**config.mk**
```make
export PLATFORM = sky130hd
export DESIGN_NAME = store_merge_ctrl
export DESIGN_NICKNAME = d
export VERILOG_FILES = /design/src/rtl/store_merge_ctrl.sv
export SDC_FILE = /design/constraint.sdc
export NUM_CORES = 1
export LEC_CHECK = 0
export ABC_CLOCK_PERIOD_IN_PS = 6600
export CELL_PAD_IN_SITES_DETAIL_PLACEMENT = 0
export CELL_PAD_IN_SITES_GLOBAL_PLACEMENT = 1
export CORE_AREA = 2 2 158 160
export CTS_BUF_LIST = sky130_fd_sc_hd__clkbuf_8
export DETAILED_ROUTE_END_ITERATION = 10
export DIE_AREA = 0 0 160 162
export GPL_TIMING_DRIVEN = 0
export PLACE_DENSITY_LB_ADDON = 0.1
export SLEW_MARGIN = 20
export SYNTH_ARGS = -nofsm -noshare
export SYNTH_HDL_FRONTEND = slang
export SYNTH_SLANG_ARGS = --single-unit
```
**constraint.sdc**
```tcl
create_clock -name clk -period 6.6 [get_ports clk]
set_clock_uncertainty 0.15 [all_clocks]
set_input_delay 1.32 -clock clk [delete_from_list [all_inputs] [get_ports clk]]
set_output_delay 1.32 -clock clk [all_outputs]
set_load 0.1 [all_outputs]
```
**src/rtl/store_merge_ctrl.sv**
```systemverilog
// -----------------------------------------------------------------------------
// store_merge_ctrl
//
// Read-modify-write sequencer for sub-doubleword stores (SW/SH/SB) on a 64-bit
// data memory. A store reads the target doubleword, replaces its low-order
// bytes with the store data and writes the merged value back. SD skips the
// read, and an illegal store type finishes at once with an error pulse.
//
// Optional feature macro: STORE_MERGE_BYPASS_EN
//   When defined, a one-entry buffer keeps the last doubleword written. A
//   SW/SH/SB to that address merges against the buffered copy and skips the
//   memory read. bypass_flush invalidates the entry. When the macro is not
//   defined there is no entry, bypass_flush is ignored, and every SW/SH/SB
//   reads memory.
// -----------------------------------------------------------------------------
module store_merge_ctrl #(
  parameter int unsigned ADDR_W     = 64,
  parameter int unsigned MEM_RD_LAT = 1    // legal range 1..7
) (
  input  logic              clk,
  input  logic              reset,         // asynchronous, active-low

  // store request from the issue logic
  input  logic              req_valid,
  output logic              req_ready,
  input  logic [3:0]        req_type,
  input  logic [ADDR_W-1:0] req_addr,
  input  logic [63:0]       req_data,

  // data memory port
  output logic [ADDR_W-1:0] mem_addr,
  output logic              mem_rd_en,
  input  logic [63:0]       mem_rdata,
  output logic              mem_wr_en,
  output logic [63:0]       mem_wdata,

  // bypass control and status
  input  logic              bypass_flush,
  output logic              busy,
  output logic              done,
  output logic              err
);

  // ---------------------------------------------------------------------------
  // Types and constants
  // ---------------------------------------------------------------------------
  typedef enum logic [2:0] {
    S_IDLE,
    S_READ,
    S_WAIT,
    S_WRITE,
    S_DONE
  } state_e;

  localparam logic [3:0] T_SW = 4'd0;
  localparam logic [3:0] T_SH = 4'd1;
  localparam logic [3:0] T_SB = 4'd2;
  localparam logic [3:0] T_SD = 4'd3;

  // Three bits cover the full 1..7 latency range.
  localparam int unsigned      CNT_W    = 3;
  localparam logic [CNT_W-1:0] CNT_LAST = CNT_W'(MEM_RD_LAT - 1);

  // Byte lanes supplied by the store data; the rest come from the old value.
  function automatic logic [7:0] byte_en(input logic [3:0] t);
    logic [7:0] be;
    case (t)
      T_SW:    be = 8'h0F;
      T_SH:    be = 8'h03;
      T_SB:    be = 8'h01;
      default: be = 8'hFF;
    endcase
    return be;
  endfunction

  // Lane-by-lane merge of new store data over the old doubleword.
  function automatic logic [63:0] merge_bytes(input logic [7:0]  be,
                                              input logic [63:0] old_dw,
                                              input logic [63:0] new_dw);
    logic [63:0] r;
    r = '0;
    for (int b = 0; b < 8; b++) begin
      r[8*b +: 8] = be[b] ? new_dw[8*b +: 8] : old_dw[8*b +: 8];
    end
    return r;
  endfunction

  function automatic logic is_partial(input logic [3:0] t);
    return (t == T_SW) || (t == T_SH) || (t == T_SB);
  endfunction

  // ---------------------------------------------------------------------------
  // State
  // ---------------------------------------------------------------------------
  state_e            state_q;
  logic [CNT_W-1:0]  cnt_q;
  logic [3:0]        type_q;
  logic [63:0]       data_q;
  logic              req_ready_q;
  logic              busy_q;
  logic              done_q;
  logic              err_q;
  logic              mem_rd_en_q;
  logic              mem_wr_en_q;
  // mem_addr_q also serves as the latched request address: it is loaded at
  // accept for every request that touches memory and held until the next one.
  logic [ADDR_W-1:0] mem_addr_q;
  logic [63:0]       mem_wdata_q;

  // Bypass lookup results consumed by the FSM.
  logic              byp_hit;
  logic [63:0]       byp_data;

`ifdef STORE_MERGE_BYPASS_EN
  logic              byp_valid_q;
  logic [ADDR_W-1:0] byp_addr_q;
  logic [63:0]       byp_data_q;

  assign byp_hit  = byp_valid_q && (byp_addr_q == req_addr);
  assign byp_data = byp_data_q;

  // Entry valid: set by every write, cleared by flush (flush wins) or reset.
  always_ff @(posedge clk or negedge reset) begin
    if (!reset) begin
      byp_valid_q <= 1'b0;
    end else if (bypass_flush) begin
      byp_valid_q <= 1'b0;
    end else if (state_q == S_WRITE) begin
      byp_valid_q <= 1'b1;
    end
  end

  // Entry payload: captures the address and data of every write.
  // NOTE: payload registers carry no reset; they are only consulted while
  // byp_valid_q is set, and that flag is what reset clears.
  always_ff @(posedge clk) begin
    if (state_q == S_WRITE) begin
      byp_addr_q <= mem_addr_q;
      byp_data_q <= mem_wdata_q;
    end
  end
`else
  logic unused_bypass_flush;

  assign unused_bypass_flush = bypass_flush;
  assign byp_hit             = 1'b0;
  assign byp_data            = '0;
`endif

  // ---------------------------------------------------------------------------
  // Sequencer: state, wait counter, latched request and registered outputs
  // ---------------------------------------------------------------------------
  // NOTE: every register here is assigned with <= so all of them see the
  // pre-edge values of each other, exactly like the flops they become.
  always_ff @(posedge clk or negedge reset) begin
    if (!reset) begin
      state_q     <= S_IDLE;
      cnt_q       <= '0;
      type_q      <= '0;
      data_q      <= '0;
      req_ready_q <= 1'b1;
      busy_q      <= 1'b0;
      done_q      <= 1'b0;
      err_q       <= 1'b0;
      mem_rd_en_q <= 1'b0;
      mem_wr_en_q <= 1'b0;
      mem_addr_q  <= '0;
      mem_wdata_q <= '0;
    end else begin
      // Strobes and status pulses last a single cycle unless re-armed below.
      mem_rd_en_q <= 1'b0;
      mem_wr_en_q <= 1'b0;
      done_q      <= 1'b0;
      err_q       <= 1'b0;

      case (state_q)
        S_IDLE: begin
          if (req_valid && req_ready_q) begin
            type_q      <= req_type;
            data_q      <= req_data;
            req_ready_q <= 1'b0;
            busy_q      <= 1'b1;
            if (req_type == T_SD) begin
              // Full doubleword: nothing to merge, write straight away.
              state_q     <= S_WRITE;
              mem_wr_en_q <= 1'b1;
              mem_addr_q  <= req_addr;
              mem_wdata_q <= req_data;
            end else if (is_partial(req_type)) begin
              mem_addr_q <= req_addr;
              if (byp_hit) begin
                // Buffered copy of this doubleword replaces the memory read.
                state_q     <= S_WRITE;
                mem_wr_en_q <= 1'b1;
                mem_wdata_q <= merge_bytes(byte_en(req_type), byp_data,
                                           req_data);
              end else begin
                state_q     <= S_READ;
                mem_rd_en_q <= 1'b1;
              end
            end else begin
              // Illegal type: report immediately, memory untouched.
              state_q <= S_DONE;
              done_q  <= 1'b1;
              err_q   <= 1'b1;
            end
          end
        end

        S_READ: begin
          state_q <= S_WAIT;
          cnt_q   <= '0;
        end

        S_WAIT: begin
          if (cnt_q == CNT_LAST) begin
            // Read data is valid in this cycle only: merge and write next.
            state_q     <= S_WRITE;
            cnt_q       <= '0;
            mem_wr_en_q <= 1'b1;
            mem_wdata_q <= merge_bytes(byte_en(type_q), mem_rdata, data_q);
          end else begin
            cnt_q <= cnt_q + CNT_W'(1);
          end
        end

        S_WRITE: begin
          state_q <= S_DONE;
          done_q  <= 1'b1;
        end

        S_DONE: begin
          state_q     <= S_IDLE;
          req_ready_q <= 1'b1;
          busy_q      <= 1'b0;
        end

        default: begin
          state_q     <= S_IDLE;
          req_ready_q <= 1'b1;
          busy_q      <= 1'b0;
        end
      endcase
    end
  end

  // ---------------------------------------------------------------------------
  // Outputs
  // ---------------------------------------------------------------------------
  assign req_ready = req_ready_q;
  assign busy      = busy_q;
  assign done      = done_q;
  assign err       = err_q;
  assign mem_rd_en = mem_rd_en_q;
  assign mem_wr_en = mem_wr_en_q;
  assign mem_addr  = mem_addr_q;
  assign mem_wdata = mem_wdata_q;

endmodule

```
==> summary.md <==
| Metric | Value |
|---|---|
| Core Footprint | 24100 um2 |
| Status | complete, no violations |
| Number of enable-type register cells in the synthesized netlist | 0 |
| Number of rows in the core area | 57 |
| Share of post-route cells with drive strength above 1 | 25.6% |
| Maximum fanout encountered on the critical timing path | 4 |
| Post-synthesis sequential area ratio | 56.1% |
| Rel. slew slack | 29.5% |
| Buffers on Ports | 324 |
| Worst skew pair latency | 510 ps |
| Inserted Clock Buffers | 38 |
| Total buffers and inverters traversed by the critical path | 1 |
| Top-level port count | 334 |
| Post-synth design cell area | 9290 um2 |
| Post-Synthesis Net Count | 894 |
| Most common cell after layout, fill and taps aside | clkdlybuf4s50_1 |
| Initial antenna violation count | 2 |
| Final max-slew violation count | 0 |
| Critical Path Source Type | register |
| Total global routing overflow | 0 |
| HPWL after detailed placement | 18300 um |
| Die Area | 25900 um2 |
| Final setup violation count | 0 |
| CP Cell Sequence | clkdlybuf4s50_1 |
| Hold buffer count at cts | 0 |
| P&R area growth vs syn | 47.3% |
| Floorplan die height | 162 um |
| Unrepaired setup endpoints after global routing | no |
| CTS tree | yes |
| Fraction of the cycle the final worst path needs | 56.0% |
| Clock slew at the register clock pins of the worst setup and hold paths | 60 ps |
| Weighted congestion reported at the end of routability-driven placement | 0.805 |
| Initial Util | 38.5% |
| Global routing usage summed across all routing layers | 19.7% |
| Warnings from Yosys | 0 |
| Total number of vias | 6786 |
| Cell variety after synth | 37 |
| Filler instances | 2136 |
| Worst Setup End Kind | primary output |
| Number of violations of the max-capacitance limit | 0 |
| Minimum clock period | 3690 ps |
| Top library cells by usage in the layout, fill and taps aside | 323 x clkdlybuf4s50_1, 207 x dfrtp_1, 155 x mux2_2 |
| Syn_area_per_cell | 13.4 um2 |
| Number of global-route vias before repair | 7300 |
| Number of buffers added for setup after CTS | 0 |
| Arrival time at the worst endpoint | 2220 ps |
| Slew at the pin closest to its max-slew limit | 1050 ps |
| HP Class | register to register |
| Required @ worst endpoint | 5130 ps |
| Critical Path Slowest Stage Cell | clkdlybuf4s50_1 |
| Yosys reg bits | 208 |
| Wire length of the first global-routing pass | 40300 um |
| DRC viols | 0 |
| Dominant register cell in the synthesized netlist | dfrtp_1 |
| Clock tree root buffer cell | clkbuf_8 |
| Share of synthesized registers carrying an async set or reset | 100% |
| Total clock sinks | 208 |
| Highest clock frequency the design can meet | 0.271 GHz |
| CP delay by family, top | buffers and inverters |
| Final antenna-violating net count | 0 |
| Final Hold Violating Endpoints | 0 |
| Die X-Extent | 160 um |
| Count of TritonRoute iterations in the first routing pass | 4 |
| Cells after synthesis | 692 |
| Placed insts | 1342 |
| Largest net degree at the start of global routing | 89 |
| Routed Wire Length | 25600 um |
| CTS resizes | 0 |
| Maximum clock path buffer count | 3 |
| Final Net Count | 1260 |
| Detailed-route vias per instance | 4.82 |
| Violation count after the first detailed-routing iteration | 358 |
| Deepest level of the CTS H-tree | 2 |
| Start-to-end type of the worst setup path | register to primary output |
| Peak per-stage delay on the critical path | 1160 ps |
| Routed wire per std cell | 18.2 um |
| Count of placed standard cells in the final layout, fillers left out | 1408 |
-- cell usage after synthesis, types with 2 or more instances --
master / count / area [um2]
dfrtp_1: 207 / 5180
mux2_2: 155 / 1750
nor2_1: 61 / 229
a21oi_1: 44 / 220
mux2i_1: 40 / 400
mux2_4: 39 / 586
buf_2: 21 / 105
o21ai_0: 18 / 90.1
a31oi_1: 17 / 106
nand3_1: 16 / 80.1
clkbuf_1: 12 / 45.0
mux2_1: 10 / 113
buf_1: 6 / 22.5
buf_6: 5 / 56.3
inv_1: 5 / 18.8
nand2_1: 5 / 18.8
nor3_1: 3 / 15.0
a21o_1: 2 / 15.0
a22oi_1: 2 / 15.0
a31o_2: 2 / 17.5
and2_1: 2 / 12.5
buf_4: 2 / 15.0
ha_1: 2 / 25.0
o21ai_1: 2 / 10.0
or2_1: 2 / 12.5
-- logic make-up after synthesis --
family / count (synthesis) / synth area share [%]
AO/OA/AOI/OAI: 89 / 5.34
XOR/XNOR: 2 / 0.189
buffers and inverters: 51 / 2.83
multiplexers: 244 / 30.6
flip-flops: 208 / 56.1
adder cells (fa/ha/maj): 2 / 0.269
AND/OR/NAND/NOR: 96 / 4.68
-- state kept, by name (all words and copies together) (netlist names), 3 cells and up --
signal / count
state_q: 3
cnt_q: 3
data_q: 64
mem_addr: 64
type_q: 4
mem_wdata: 64
-- layer usage --
| layer | global-route usage (%) | share of wire, % |
|---|---|---|
| met1 | 25.2 | 44 |
| met3 | 6.87 | 8.6 |
| met5 | 0 | 0.051 |
| met2 | 31.5 | 45 |
| met4 | 6.76 | 2.8 |
-- metrics by stage --
step	area, um2	utilization (%)	TNS [ps]	hold WS, ps	setup slack, ps
finish	13700	56.7	0	335	2910
global route	13700	56.7	0	363	2830
CTS	13700	56.7	0	343	2860
detailed placement	13000	53.9	0	330	2800
global placement	12900	53.7	-1101100	324	-5330
floorplan	9290	-	0	324	3620
-- path summary, 6_finish.rpt --
check	startpoint	to	slack, ps	cells after the start
min in group asynchronous	reset	mem_wdata[51]$_DFFE_PN0P_	580	1
worst max-delay path	req_ready$_DFFE_PN1P_	req_ready	2910	1
max in group asynchronous	reset	mem_addr[2]$_DFFE_PN0P_	4900	2
worst max register to register	state_q[2]$_DFFE_PN0P_	mem_wdata[18]$_DFFE_PN0P_	4040	6
worst min register to register	mem_wdata[17]$_DFFE_PN0P_	mem_wdata[17]$_DFFE_PN0P_	340	1
worst min-delay path	mem_wdata[17]$_DFFE_PN0P_	mem_wdata[17]$_DFFE_PN0P_	340	1
-- layout make-up --
class	instances	area, um2	area share [%]
sequential	208	5210	38.1
multi-input combinational	433	3820	27.9
timing repair buffer	326	3300	24.2
clock buffer	43	592	4.33
tap	324	405	2.96
buffer	46	244	1.78
clock inverter	21	83.8	0.613
inverter	5	18.8	0.137
antenna	2	5.00	0.0366
Power is left out: the tool's default activity adds up to more than one toggle a clock period on the data nets, which glitch-free logic cannot reach.
